`src/rtl/viterbi_pkg.sv`:
```
// viterbi_pkg
//   Shared trellis definitions for the rate-1/2, K=3 (g0=111, g1=101) decoder.
//   State s = {b[n-1], b[n-2]}; the encoder register seen for input b is {b, s}.
//   Helpers: next_state(s,b), enc_out(s,b) -> {c0,c1}, pred_state(s',lsb).
//   Optional build macro used by the decoder files: VIT_RENORM_EN.
package viterbi_pkg;

  localparam int          K          = 3;
  localparam int          NUM_STATES = 4;
  localparam logic [2:0]  G0         = 3'b111;
  localparam logic [2:0]  G1         = 3'b101;

  typedef logic [1:0] state_t;

  // Successor of state s when input bit b is shifted in.
  function automatic state_t next_state(input state_t s, input logic b);
    return {b, s[1]};
  endfunction

  // Encoder output {c0,c1} for the transition leaving state s on input b.
  function automatic logic [1:0] enc_out(input state_t s, input logic b);
    logic [2:0] v_reg;
    v_reg = {b, s};
    return {^(v_reg & G0), ^(v_reg & G1)};
  endfunction

  // Predecessor of s' = {b, x} whose oldest bit is p_lsb: {x, p_lsb}.
  function automatic state_t pred_state(input state_t sp, input logic p_lsb);
    return {sp[0], p_lsb};
  endfunction

endpackage

```
`src/rtl/viterbi_acs_stage_bmu.sv`:
```
// viterbi_bmu
//   Branch metric unit (pipeline stage 1). Converts the signed soft pair to
//   offset binary and registers the four branch metrics with the frame flag.
//   Ports: CLK, RST (async, active-high), i_load (stage may advance),
//   i_valid/i_frame_start/i_r0/i_r1 (symbol), o_valid/o_frame_start,
//   o_bm00..o_bm11 (SW+1 bits, indexed by expected {c0,c1}).
//   Build macro VIT_RENORM_EN does not affect this file.
module viterbi_bmu #(
  parameter int SW = 8
) (
  input  logic          CLK,
  input  logic          RST,
  input  logic          i_load,
  input  logic          i_valid,
  input  logic          i_frame_start,
  input  logic [SW-1:0] i_r0,
  input  logic [SW-1:0] i_r1,
  output logic          o_valid,
  output logic          o_frame_start,
  output logic [SW:0]   o_bm00,
  output logic [SW:0]   o_bm01,
  output logic [SW:0]   o_bm10,
  output logic [SW:0]   o_bm11
);

  logic [SW-1:0] w_u0, w_u1;

  // Flipping the sign bit maps -2^(SW-1)..2^(SW-1)-1 onto 0..2^SW-1, so u is
  // the cost of an expected 0 and ~u (= 2^SW-1-u) the cost of an expected 1.
  assign w_u0 = i_r0 ^ {1'b1, {(SW-1){1'b0}}};
  assign w_u1 = i_r1 ^ {1'b1, {(SW-1){1'b0}}};

  // Stage-1 register: advances only when the next stage can take its contents.
  always_ff @(posedge CLK or posedge RST) begin
    if (RST) begin
      o_valid       <= 1'b0;
      o_frame_start <= 1'b0;
      o_bm00        <= '0;
      o_bm01        <= '0;
      o_bm10        <= '0;
      o_bm11        <= '0;
    end else if (i_load) begin
      o_valid       <= i_valid;
      o_frame_start <= i_valid & i_frame_start;
      if (i_valid) begin
        o_bm00 <= {1'b0,  w_u0} + {1'b0,  w_u1};
        o_bm01 <= {1'b0,  w_u0} + {1'b0, ~w_u1};
        o_bm10 <= {1'b0, ~w_u0} + {1'b0,  w_u1};
        o_bm11 <= {1'b0, ~w_u0} + {1'b0, ~w_u1};
      end
    end
  end

endmodule

```
`src/rtl/viterbi_acs_stage.sv`:
```
// viterbi_acs_stage
//   Two-stage add-compare-select for the 4-state K=3 decoder: stage 1 is the
//   branch metric unit, stage 2 updates the path metrics and emits one
//   decision bit per state plus the best state and its metric.
//   Ports: CLK, RST (async, active-high); in_valid/in_ready, frame_start,
//   r0/r1 (signed soft symbols); out_valid/out_ready, dec[3:0],
//   best_state[1:0], best_metric[MW-1:0].
//   Build macro VIT_RENORM_EN: defined -> subtract 2^(MW-1) from all metrics
//   once all reach it; undefined -> each metric saturates at 2^MW-1.
module viterbi_acs_stage
  import viterbi_pkg::*;
#(
  parameter int SW      = 8,
  parameter int MW      = 10,
  parameter int INIT_PM = 64
) (
  input  logic          CLK,
  input  logic          RST,
  input  logic          in_valid,
  output logic          in_ready,
  input  logic          frame_start,
  input  logic [SW-1:0] r0,
  input  logic [SW-1:0] r1,
  output logic          out_valid,
  input  logic          out_ready,
  output logic [3:0]    dec,
  output logic [1:0]    best_state,
  output logic [MW-1:0] best_metric
);

  logic          w_stall;
  logic          w_s1_valid;
  logic          w_s1_frame;
  logic [SW:0]   w_bm      [NUM_STATES];
  logic [MW-1:0] r_pm      [NUM_STATES];
  logic [MW-1:0] w_pm_old  [NUM_STATES];
  logic [MW:0]   w_cand0   [NUM_STATES];
  logic [MW:0]   w_cand1   [NUM_STATES];
  logic [MW:0]   w_sel     [NUM_STATES];
  logic [MW-1:0] w_pm_new  [NUM_STATES];
  logic [3:0]    w_dec;
  logic [1:0]    w_best_state;
  logic [MW-1:0] w_best_metric;
`ifdef VIT_RENORM_EN
  logic          w_all_hi;
  logic [MW:0]   w_adj     [NUM_STATES];
`endif

  assign w_stall  = out_valid & ~out_ready;
  // Stage 1 may still fill a bubble while the output is stalled.
  assign in_ready = ~(w_s1_valid & w_stall);

  viterbi_bmu #(.SW(SW)) u_bmu (
    .CLK           (CLK),
    .RST           (RST),
    .i_load        (in_ready),
    .i_valid       (in_valid),
    .i_frame_start (frame_start),
    .i_r0          (r0),
    .i_r1          (r1),
    .o_valid       (w_s1_valid),
    .o_frame_start (w_s1_frame),
    .o_bm00        (w_bm[0]),
    .o_bm01        (w_bm[1]),
    .o_bm10        (w_bm[2]),
    .o_bm11        (w_bm[3])
  );

  // Add-compare-select, overflow handling and minimum search for one symbol.
  always_comb begin
    for (int i = 0; i < NUM_STATES; i++) begin
      w_pm_old[i] = w_s1_frame ? ((i == 0) ? '0 : MW'(INIT_PM)) : r_pm[i];
    end
    for (int sp = 0; sp < NUM_STATES; sp++) begin
      w_cand0[sp] = {1'b0, w_pm_old[pred_state(2'(sp), 1'b0)]}
                  + (MW+1)'(w_bm[enc_out(pred_state(2'(sp), 1'b0), sp[1])]);
      w_cand1[sp] = {1'b0, w_pm_old[pred_state(2'(sp), 1'b1)]}
                  + (MW+1)'(w_bm[enc_out(pred_state(2'(sp), 1'b1), sp[1])]);
      // Strictly-less keeps p0 on a tie.
      w_dec[sp]   = (w_cand1[sp] < w_cand0[sp]);
      w_sel[sp]   = w_dec[sp] ? w_cand1[sp] : w_cand0[sp];
    end
`ifdef VIT_RENORM_EN
    w_all_hi = 1'b1;
    for (int sp = 0; sp < NUM_STATES; sp++) begin
      w_all_hi = w_all_hi & (|w_sel[sp][MW:MW-1]);
    end
    for (int sp = 0; sp < NUM_STATES; sp++) begin
      w_adj[sp]    = w_all_hi ? (w_sel[sp] - (MW+1)'(2**(MW-1))) : w_sel[sp];
      // Guard only reachable with a metric spread wider than 2^(MW-1).
      w_pm_new[sp] = w_adj[sp][MW] ? '1 : w_adj[sp][MW-1:0];
    end
`else
    for (int sp = 0; sp < NUM_STATES; sp++) begin
      w_pm_new[sp] = w_sel[sp][MW] ? '1 : w_sel[sp][MW-1:0];
    end
`endif
    w_best_state  = 2'd0;
    w_best_metric = w_pm_new[0];
    for (int sp = 1; sp < NUM_STATES; sp++) begin
      w_best_state  = (w_pm_new[sp] < w_best_metric) ? 2'(sp) : w_best_state;
      w_best_metric = (w_pm_new[sp] < w_best_metric) ? w_pm_new[sp] : w_best_metric;
    end
  end

  // Stage-2 register: path metrics and the decision word, frozen while stalled.
  always_ff @(posedge CLK or posedge RST) begin
    if (RST) begin
      for (int i = 0; i < NUM_STATES; i++) begin
        r_pm[i] <= (i == 0) ? '0 : MW'(INIT_PM);
      end
      out_valid   <= 1'b0;
      dec         <= 4'b0000;
      best_state  <= 2'd0;
      best_metric <= '0;
    end else if (!w_stall) begin
      out_valid <= w_s1_valid;
      if (w_s1_valid) begin
        for (int i = 0; i < NUM_STATES; i++) begin
          r_pm[i] <= w_pm_new[i];
        end
        dec         <= w_dec;
        best_state  <= w_best_state;
        best_metric <= w_best_metric;
      end
    end
  end

endmodule

```
`config.mk`:
```
export PLATFORM = sky130hd
export DESIGN_NAME = viterbi_acs_stage
export DESIGN_NICKNAME = d
export VERILOG_FILES = /design/src/rtl/viterbi_pkg.sv /design/src/rtl/viterbi_acs_stage_bmu.sv /design/src/rtl/viterbi_acs_stage.sv
export SDC_FILE = /design/constraint.sdc
export NUM_CORES = 1
export LEC_CHECK = 0
export ABC_CLOCK_PERIOD_IN_PS = 20700
export CORE_MARGIN = 5
export CORE_UTILIZATION = 60
export DETAILED_ROUTE_END_ITERATION = 10
export GPL_ROUTABILITY_DRIVEN = 0
export PLACE_DENSITY = 0.87
export SLEW_MARGIN = 0
export SYNTH_ARGS = -nofsm -noshare
export SYNTH_HDL_FRONTEND = slang
export SYNTH_HIERARCHICAL = 1
export SYNTH_SLANG_ARGS = --single-unit
```
`constraint.sdc`:
```
create_clock -name CLK -period 20.7 [get_ports CLK]
set_input_delay 5.175 -clock CLK [delete_from_list [all_inputs] [get_ports CLK]]
set_output_delay 5.175 -clock CLK [all_outputs]
set_load 0.05 [all_outputs]
```
==> metrics.md, run 1 <==
| Metric | Value |
|---|---|
| Overflow after GRT | 0 |
| Required @ worst endpoint | between 20 and 25 ns |
| Mean Syn Cell Area | approximately 7.7 um2 |
| CP Capture Type | register |
| Post-layout util | 0.637 |
| Setup_tns | 0 ns |
| CP delay by family, top | compound AO/OA/AOI/OAI gates |
| Hold crit path type | reg2reg |
| Final clock skew | 0.00691 ns |
| Max H-tree Level | 3 |
| Hold wc startpoint | r_pm[6] |
| Mapped Cells | ~1.6k |
| CTS Buf Count | 9 |
| Max incr delay on CP | 0.83 ns |
| Worst setup SP type | register |
| Die area | ~23000 um2 |
| Fillcell total | 1689 |
| CTS resizes | 0 |
| Post-synth EDFFs | 0 |
| WP buf/inv | 3 |
| Die width | between 150 and 200 um |
| Worst-Margin Slew | approximately 1.1 ns |
| Clk_lat worst skew | approximately 0.36 ns |
| DPL Wire Length | about 27000 um |
| Setup WS pre-CTS | between 8 and 9 ns |
| Layout area overhead | 5.48% |
| Final-report hold violation count | 0 |
| Slowest CP cell | dfrtp_2 |
| Routed wire length | around 35000 um |
| Synth unique cells | between 90 and 100 |
| # hold bufs at CTS | 0 |
| CTS tree | built |
| Antenna Nets Post-Route | 0 |
| Clock Path Buffers | 2 |
| Clock-pin slew on the worst setup and hold paths | roughly 0.07 ns |
| Rel. slew slack | 0.229 |
| Vias in the first global route | about 11k |
| Slew Viols, Final | 0 |
| Clk sink count | between 90 and 100 |
| Max Fanout on Critical Path | 45 |
| Syn nets | roughly 1.7k |
| Finished Cell Area | about 13000 um2 |
| Synth Warn # | 6 |
| Ys async rst share | 1.00 |
| Status | complete, no violations |
| Max_cap viols | 0 |
| Worst Setup SP | u_bmu/o_frame_start |
| IO Port Bufs | 38 |
| Placed instance area | around 12000 um2 |
| Core area | 20100 um2 |
| Mapped Area | approximately 12000 um2 |
| Achievable Freq | 0.0813 GHz |
| Fin crit share | 0.594 |
| Via count | 12.0k |
| Row cnt | 52 |
| Initial Util | 0.604 |
| Fin crit period | ~12 ns |
| DR iter-0 viols | approximately 1.4k |
| Register area share after synthesis | 0.192 |
| Synth Register Bits | between 90 and 100 |
| GRT Overall Usage | 0.294 |
| First-pass GRT wire length | approximately 56000 um |
| Initial antenna violation count | 1 |
| # DRC | 0 |
| TritonRoute pass-1 iters | 6 |
| CTS Root Buffer Type | clkbuf_16 |
| Routed len/inst | slightly below 20 um |
| Post-CTS setup buffer count | 0 |
| Die Ht | 152 um |
| Vias per cell | between 6 and 7 |
| # setup viols final | 0 |
| Kind of critical path | reg2reg |
| Largest net degree at the start of global routing | 70 |
| RSZ-0062 raised after global routing | no |
| Nets@finish | roughly 1.7k |
| Post-route setup slack | around 8.4 ns |
| WP data arrival | ~13 ns |
| Most used DFF post-synth | dfrtp_1 |
| I/O Pins | 39 |
| Share of cells above drive strength 1 | 0.0553 |
| Reg2reg start | u_bmu/o_frame_start |
-- per-layer routing --
metal	vias up	GRT usage	part of all wire
met5	-	0	0.00057
met4	2	0.108	0.037
met3	108	0.0511	0.11
met2	706	0.473	0.46
met1	5593	0.399	0.40
li1	5627	-	-
-- kinds of logic after synthesis --
family	Yosys count	share of synthesized area
AO/OA/AOI/OAI	465	0.260
multiplexers	22	0.0189
XOR/XNOR	102	0.0736
buffers and inverters	179	0.0637
AND/OR/NAND/NOR	569	0.235
adder cells (fa/ha/maj)	152	0.158
flip-flops	93	0.192
-- path summary, 6_finish.rpt --
kind	cells after the start	slack, ns	end
min reg2reg	2	0.47	r_pm[6]
max reg2reg	47	8.41	best_metric[1]
min	2	0.47	r_pm[6]
max in group asynchronous	3	14.77	r_pm[38]
max	47	8.41	best_metric[1]
min in group asynchronous	3	5.27	u_bmu/o_bm00[5]
-- registers in the layout (all words and copies together), names as in the netlist --
name and count:
best_metric 10, best_state 2, dec 4, out_valid 1, r_pm 40, u_bmu/o_bm00 9
u_bmu/o_bm01 9, u_bmu/o_bm10 8, u_bmu/o_bm11 8, u_bmu/o_frame_start 1, u_bmu/o_valid 1
-- cells in the mapped netlist (5+ instances only) --
master	n	share of area
mux2i_1	18	0.015
o221ai_1	9	0.0065
and2_1	17	0.0088
a211oi_1	18	0.011
xor2_1	20	0.014
buf_4	5	0.0031
nand2_1	190	0.059
nor4_1	6	0.0031
or4_1	7	0.0043
inv_1	85	0.026
clkbuf_1	45	0.014
o22ai_1	20	0.010
nand3_1	31	0.013
nand4_1	18	0.0093
a2bb2oi_1	8	0.0058
a31oi_1	24	0.012
ha_1	140	0.14
o31ai_1	13	0.0080
o21bai_1	9	0.0056
o211ai_1	17	0.011
o21a_1	13	0.0080
buf_6	5	0.0046
xnor2_1	82	0.059
or2_2	17	0.0088
a21o_1	29	0.018
nand2b_1	32	0.016
buf_2	34	0.014
maj3_1	8	0.0066
nor3_1	40	0.016
nand3b_1	6	0.0037
a21oi_1	99	0.041
nor2b_1	46	0.024
and3_1	12	0.0062
nor3b_1	8	0.0049
nor2_1	108	0.033
a2111oi_0	5	0.0036
o21ai_0	109	0.045
o31a_1	9	0.0065
o21ai_1	6	0.0025
or3_1	5	0.0026
a221oi_1	11	0.0079
dfrtp_1	90	0.19
-- layout make-up --
cell class	instances	area, um2	share of cell area
Antenna cell	1	2.50	0.000196
Clock buffer	10	239	0.0187
Clock inverter	6	68.8	0.00538
Timing Repair Buffer	49	463	0.0362
Multi-Input combinational cell	1310	9030	0.706
Inverter	86	323	0.0252
Sequential cell	93	2330	0.182
Tap cell	270	338	0.0264
-- worst min-delay path: stages (launching register included) --
cell and delay [ns]:
dfstp_2 0.38, nand2_1 0.05, nand2_1 0.05
-- per-stage QoR --
step | hold slack [ns] | instances
4_1_cts | 0.472 | 1824
3_5_place_dp | 0.455 | 1808
2_1_floorplan | 0.435 | 1582
3_3_place_gp | 0.448 | 1808
6_report | 0.474 | 1825
5_1_grt | 0.501 | 1824
-- cells in the final DEF, fill, tap and decap left out, types with 8 or more instances in the layout --
master and count:
o21bai_1 9, buf_4 11, a31oi_1 24, and3_1 12, clkdlybuf4s50_1 38, a211oi_1 18
inv_1 84, nor3_1 40, o31a_1 9, maj3_1 8, nor2b_1 46, o21ai_0 109
dfrtp_1 89, nor2_1 108, ha_1 140, o31ai_1 13, o22ai_1 20, a2bb2oi_1 8
a21oi_1 99, nand4_1 18, o221ai_1 9, a21o_1 29, clkbuf_16 9, xnor2_1 82
mux2i_1 18, a221oi_1 11, o211ai_1 17, o21a_1 13, and2_1 17, or2_2 17
xor2_1 20, nand2b_1 32, nand3_1 31, nor3b_1 8, nand2_1 189
Power of run 1 is not shown: default switching activity piles up to over one toggle a cycle in this logic, so the estimate is an artifact.
==> run 2: changes to the inputs <==
- ABC_CLOCK_PERIOD_IN_PS: 20700 -> 11100
- CORE_UTILIZATION: 60 -> 58
- PLACE_DENSITY: 0.87 -> 0.88
- clock period: 20.7 -> 11.1 ns (I/O delays scaled with it)
==> metrics.md, run 2 (synthesized netlist as in run 1, its figures left out) <==
| Metric | Value |
|---|---|
| Final clock skew | 0.00880 ns (+0.00189 ns) |
| Layout area overhead | 6.93% |
| Slowest CP cell | nor4_4 |
| Max_cap viols | 0 (unchanged) |
| Max reg flops | 40 (unchanged) |
| Rel. slew slack | 0.329 (+0.100) |
| Die width | 155 um (+1.6%) |
| # setup viols final | 0 (unchanged) |
| Routed len/inst | 19.8 um (+2.7%) |
| Kind of critical path | reg2reg |
| Crit path capture | best_metric[1] |
| Fin crit share | 0.956 (+0.362) |
| DR iter-0 viols | 1310 (-7.8%) |
| Required @ worst endpoint | 11.38 ns (-9.60 ns) |
| CTS tree | built |
| I/O Pins | 39 (unchanged) |
| Worst setup SP type | register |
| Worst-Margin Slew | 0.993 ns (-0.148 ns) |
| Worst Setup SP | u_bmu/o_frame_start |
| CTS Root Buffer Type | clkbuf_16 |
| GRT Overall Usage | 0.297 (+0.00216) |
| Reg2reg start | u_bmu/o_frame_start |
| WP data arrival | 10.89 ns (-1.69 ns) |
| DPL Wire Length | 28200 um (+3.5%) |
| R2R setup slack | 0.49 ns (-7.92 ns) |
| Via count | 12.3k (+2.1%) |
| Die area | 23900 um2 (+3.2%) |
| Clk sink count | 93 (unchanged) |
| FF+latch area | 2330 um2 (about the same) |
| Finished Cell Area | 13000 um2 (+1.4%) |
| Initial antenna violation count | 1 (unchanged) |
| Initial Util | 0.583 (-0.0208) |
| Placed instance area | 12600 um2 (+0.59%) |
| First-pass GRT wire length | 58100 um (+2.8%) |
| Largest net degree at the start of global routing | 70 (unchanged) |
| Post-Layout Cell Count | 1847 (+1.2%) |
| Vias per cell | 6.65 (+0.84%) |
| Fin crit period | 10.61 ns (-1.68 ns) |
| Slew Viols, Final | 0 (unchanged) |
| Achievable Freq | 0.0943 GHz (+16%) |
| Die Ht | 155 um (+1.6%) |
| Reg-to-reg critical path endpoint | best_metric[1] |
| Clock-pin slew on the worst setup and hold paths | 0.07 ns (about the same) |
| Share of cells above drive strength 1 | 0.0700 (+0.0146) |
| Hold crit path type | reg2reg |
| Cells on worst reg2reg path | 45 (-4.3%) |
| Vias in the first global route | 11.5k (+4.9%) |
| Routed wire length | 36600 um (+3.9%) |
| Max incr delay on CP | 0.42 ns (-0.41 ns) |
| Top reg by flops | r_pm |
| Commonest non-fill, non-tap cell in the layout | nand2_1 |
| Cell repeated most along the worst path | a21o_1 |
| Ant. Diodes | 0 (-1) |
| CP Capture Type | register |
| CTS Buf Count | 9 (unchanged) |
| Area occupied by multi-input gates | 9080 um2 (+0.55%) |
| Final-report hold violation count | 0 (unchanged) |
| Overflow after GRT | 0 (unchanged) |
| Most frequent cells in the layout | nand2_1, ha_1, nor2_1, o21ai_0, a21oi_1 |
| Max Fanout on Critical Path | 35 (-22%) |
| Hold depth | 2 (unchanged) |
| Post-placement cell count | 1822 (+0.77%) |
| TritonRoute pass-1 iters | 8 (+2) |
| IO Port Bufs | 38 (unchanged) |
| Max H-tree Level | 3 (unchanged) |
| Biggest regs | r_pm: 40 flops, best_metric: 10 flops |
| Fillcell total | 1759 (+4.1%) |
| Status | complete, no violations |
| Row cnt | 53 (+1.9%) |
| Core area | 20800 um2 (+3.6%) |
| Clock Path Buffers | 2 (unchanged) |
| Nets@finish | 1732 (+1.1%) |
| # DRC | 0 (unchanged) |
| Clk_lat worst skew | 0.36 ns (about the same) |
| Antenna Nets Post-Route | 0 (unchanged) |
-- run 2: changes by cell type in the layout (fill, tap and decap cells not counted), sizes merged --
cell	delta
buf	+17
inv	-2
a21boi	+1
clkbuf	+1
clkinv	+1
diode	-1
-- run 2: worst min path at each step --
stage,endpoint,startpoint
6_report,r_pm[16],r_pm[16]
5_1_grt,r_pm[6],r_pm[6]
4_1_cts,r_pm[16],r_pm[16]
3_5_place_dp,r_pm[16],r_pm[16]
3_3_place_gp,r_pm[16],r_pm[16]
2_1_floorplan,r_pm[16],r_pm[16]
-- run 2: per-layer routing --
metal / track usage / vias to the layer above / part of all wire
li1: - / 5671 / -
met1: 0.392 / 5681 / 0.39
met2: 0.478 / 780 / 0.45
met3: 0.0621 / 149 / 0.12
met4: 0.112 / 2 / 0.041
met5: 0 / - / 0.00022
-- run 2: per-stage QoR --
step	hold slack [ns]	setup TNS, ns	util	setup WS (ns)
floorplan	0.435	0	-	0.214
global placement	0.448	0	0.603	0.702
detailed placement	0.456	0	0.603	0.164
CTS	0.465	0	0.617	0.0580
global route	0.485	-0.530	0.623	-0.158
finish	0.463	0	0.623	0.490
-- run 2: critical path, delay by kind of cell, from the launching register on --
| kind | cells | cell delay (ns) |
|---|---|---|
| and+or+nand+nor | 8 | 1.80 |
| muxes | 3 | 0.90 |
| adders and majority gates | 6 | 1.89 |
| buffers and inverters | 3 | 0.41 |
| xor gates and xnor gates | 1 | 0.41 |
| DFF | 1 | 0.41 |
| AOI/OAI and AO/OA | 24 | 4.69 |
-- run 2: final cells by class --
cell class | count | share of cell area
multi-input cells | 1311 | 0.700
flip-flops and latches | 93 | 0.180
repair buffers | 66 | 0.0468
well taps | 275 | 0.0265
inverters | 86 | 0.0249
clock buffers | 11 | 0.0179
clock inverters | 5 | 0.00405
-- run 2: repair_timing --
| action | CTS | global route |
|---|---|---|
| hold buffers | 0 | 0 |
| buffers inserted | 0 | 8 |
| endpoints found under the setup margin | 0 | 12 |
| resized for setup | 0 | 12 |
Power of run 2 is left out for the same reason.
==> run 3: changes to the inputs <==
- SLEW_MARGIN: 0 -> 20
- SYNTH_HIERARCHICAL: 1 -> unset
==> metrics.md, run 3 <==
| Metric | Value |
|---|---|
| Synth Register Bits | 93 (unchanged) |
| Mapped Cells | 1589 (+0.44%) |
| WP data arrival | 10.68 ns (-0.21 ns) |
| Vias in the first global route | 11.7k (+1.7%) |
| Synth area leader | dfrtp_1 |
| Vias per cell | 6.70 (+0.78%) |
| Fillcell total | 1686 (-4.2%) |
| FF+latch area | 2330 um2 (about the same) |
| I/O Pins | 39 (unchanged) |
| Most frequent cells in the layout | nand2_1, ha_1, o21ai_0, a21oi_1, nor2_1 |
| Post-synth EDFFs | 0 (unchanged) |
| Area occupied by multi-input gates | 9100 um2 (+0.19%) |
| Fin crit share | 0.941 (-0.0151) |
| Clk sink count | 93 (unchanged) |
| Synth Warn # | 0 (-6) |
| Register area share after synthesis | 0.193 (+0.00110) |
| Largest net degree at the start of global routing | 80 (+14%) |
| Synth unique cells | 96 (-3.0%) |
| Max_cap viols | 0 (unchanged) |
| DR iter-0 viols | 1324 (+1.1%) |
| TritonRoute pass-1 iters | 8 (unchanged) |
| Fin crit period | 10.44 ns (-0.168 ns) |
| Finished Cell Area | 12900 um2 (-0.47%) |
| Worst setup SP type | register |
| Die area | 23800 um2 (-0.53%) |
| Die Ht | 154 um (-0.27%) |
| CTS Root Buffer Type | clkbuf_16 |
| IO Port Bufs | 38 (unchanged) |
| Max incr delay on CP | 0.57 ns (+0.15 ns) |
| GRT Overall Usage | 0.303 (+0.00668) |
| Overflow after GRT | 0 (unchanged) |
| Slowest CP cell | dfrtp_4 |
| Nets@finish | 1715 (-0.98%) |
| Most common cell in the netlist | nand2_1 |
| # DRC | 0 (unchanged) |
| Biggest regs | r_pm: 40 flops, best_metric: 10 flops |
| Routed len/inst | 20.1 um (+1.5%) |
| CTS Buf Count | 9 (unchanged) |
| Achievable Freq | 0.0958 GHz (+1.6%) |
| Setup_tns | 0 ns (unchanged) |
| Ys async rst share | 1.00 (unchanged) |
| Routed wire length | 36800 um (+0.61%) |
| Syn nets | 1749 (+0.11%) |
| CP Capture Type | register |
| Row cnt | 52 (-1.9%) |
| Antenna Nets Post-Route | 0 (unchanged) |
| Clock Path Buffers | 2 (unchanged) |
| Max Fanout on Critical Path | 11 (-69%) |
| Status | complete, no violations |
| Slew Viols, Final | 0 (unchanged) |
| Commonest non-fill, non-tap cell in the layout | nand2_1 |
| Required @ worst endpoint | 11.34 ns (-0.04 ns) |
| Core area | 20400 um2 (-2.2%) |
| Setup WS pre-CTS | 0.285 ns (+0.121 ns) |
| First-pass GRT wire length | 59700 um (+2.8%) |
| Placed instance area | 12500 um2 (-0.79%) |
| # setup viols final | 0 (unchanged) |
| Hold crit path type | reg2reg |
| Share of the synthesized area in the top cell type | 0.187 (+0.00106) |
| Area contributors post-synth | dfrtp_1, ha_1, xnor2_1 |
| Mapped Area | 12100 um2 (-0.57%) |
| Final-report hold violation count | 0 (unchanged) |
| Top reg by flops | r_pm |
| Via count | 12.3k (-0.15%) |
| CTS tree | built |
| Worst-Margin Slew | 0.964 ns (-0.0292 ns) |
| Share of cells above drive strength 1 | 0.0641 (-0.00587) |
| Post-route setup slack | 0.658 ns (+0.168 ns) |
| Die width | 154 um (-0.27%) |
| Mean Syn Cell Area | 7.59 um2 (-1.0%) |
| Clock-pin slew on the worst setup and hold paths | 0.08 ns (about the same) |
| Final clock skew | 0.0128 ns (+0.00396 ns) |
| Layout area overhead | 7.03% (about the same) |
| Most used DFF post-synth | dfrtp_1 |
| Max reg flops | 40 (unchanged) |
| Initial antenna violation count | 0 (-1) |
| Top post-synthesis cells by count | nand2_1, ha_1, o21ai_0 |
| Initial Util | 0.592 (+0.00972) |
| Kind of critical path | reg2reg |
| Ant. Diodes | 0 (unchanged) |
| Max H-tree Level | 3 (unchanged) |
| Clk_lat worst skew | 0.36 ns (about the same) |
| Rel. slew slack | 0.355 (+0.0259) |
| DPL Wire Length | 28300 um (+0.17%) |
[run 3: cell count changes in the layout (fill, tap and decap cells not counted), sizes merged, moves of 9 or more]
cell,before,now
nor2b,47,36
xnor2,82,98
a21oi,102,122
buf,28,19
o31ai,16,5
inv,86,68
o21bai,9,20
o21ai,115,131
nor3,40,18
nand3,31,42
[run 3: cell families (layout without fill, tap and decap cells)]
| kind of cell | Yosys count | after routing | share of synthesized area |
|---|---|---|---|
| AOI/OAI and AO/OA | 518 | 518 | 0.290 |
| adders and majority gates | 145 | 145 | 0.152 |
| muxes | 14 | 14 | 0.0120 |
| DFF | 93 | 93 | 0.193 |
| buffers and inverters | 172 | 143 | 0.0589 |
| and+or+nand+nor | 531 | 531 | 0.210 |
| xor gates and xnor gates | 116 | 116 | 0.0842 |
[run 3: cell type report]
type / instances / area share
clock buffers: 10 / 0.0177
repair buffers: 57 / 0.0427
well taps: 270 / 0.0262
multi-input cells: 1324 / 0.705
clock inverters: 6 / 0.00736
flip-flops and latches: 93 / 0.181
inverters: 70 / 0.0205
[run 3: metrics by stage]
| step | hold WS [ns] | utilization | cells |
|---|---|---|---|
| 2_1_floorplan | 0.436 | - | 1589 |
| 5_1_grt | 0.484 | 0.634 | 1830 |
| 6_report | 0.474 | 0.634 | 1830 |
| 3_3_place_gp | 0.446 | 0.612 | 1809 |
| 3_5_place_dp | 0.456 | 0.612 | 1809 |
| 4_1_cts | 0.473 | 0.628 | 1825 |
[run 3: metal layers]
| layer | up-vias | track usage | share of wire |
|---|---|---|---|
| li1 | 5687 | - | - |
| met1 | 5689 | 0.383 | 0.39 |
| met2 | 702 | 0.485 | 0.46 |
| met3 | 187 | 0.0536 | 0.088 |
| met4 | 0 | 0.182 | 0.070 |
| met5 | - | 0 | 0 |
[run 3: final timing paths]
kind	from	endpoint	slack [ns]	cells past startpoint
worst max-delay path	u_bmu.o_frame_start	best_metric[3]	0.66	46
worst min-delay path	r_pm[38]	r_pm[38]	0.47	2
worst max register to register	u_bmu.o_frame_start	best_metric[3]	0.66	46
worst min register to register	r_pm[38]	r_pm[38]	0.47	2
max in group asynchronous	RST	u_bmu.o_frame_start	7.39	3
min in group asynchronous	RST	u_bmu.o_bm11[8]	2.68	2
[run 3: worst max-delay path, delay by kind of cell, from the launching register on]
kind | cells | cell delay, ns
DFF | 1 | 0.57
adders and majority gates | 6 | 1.70
buffers and inverters | 2 | 0.28
and+or+nand+nor | 11 | 1.89
AOI/OAI and AO/OA | 27 | 5.88
[run 3: what timing repair did]
| action | 4_1_cts | 5_1_grt |
|---|---|---|
| buffers inserted | 0 | 5 |
| hold buffers | 0 | 0 |
| endpoints found under the setup margin | 0 | 12 |
| gates resized for setup | 0 | 16 |
Power of run 3 is left out for the same reason.
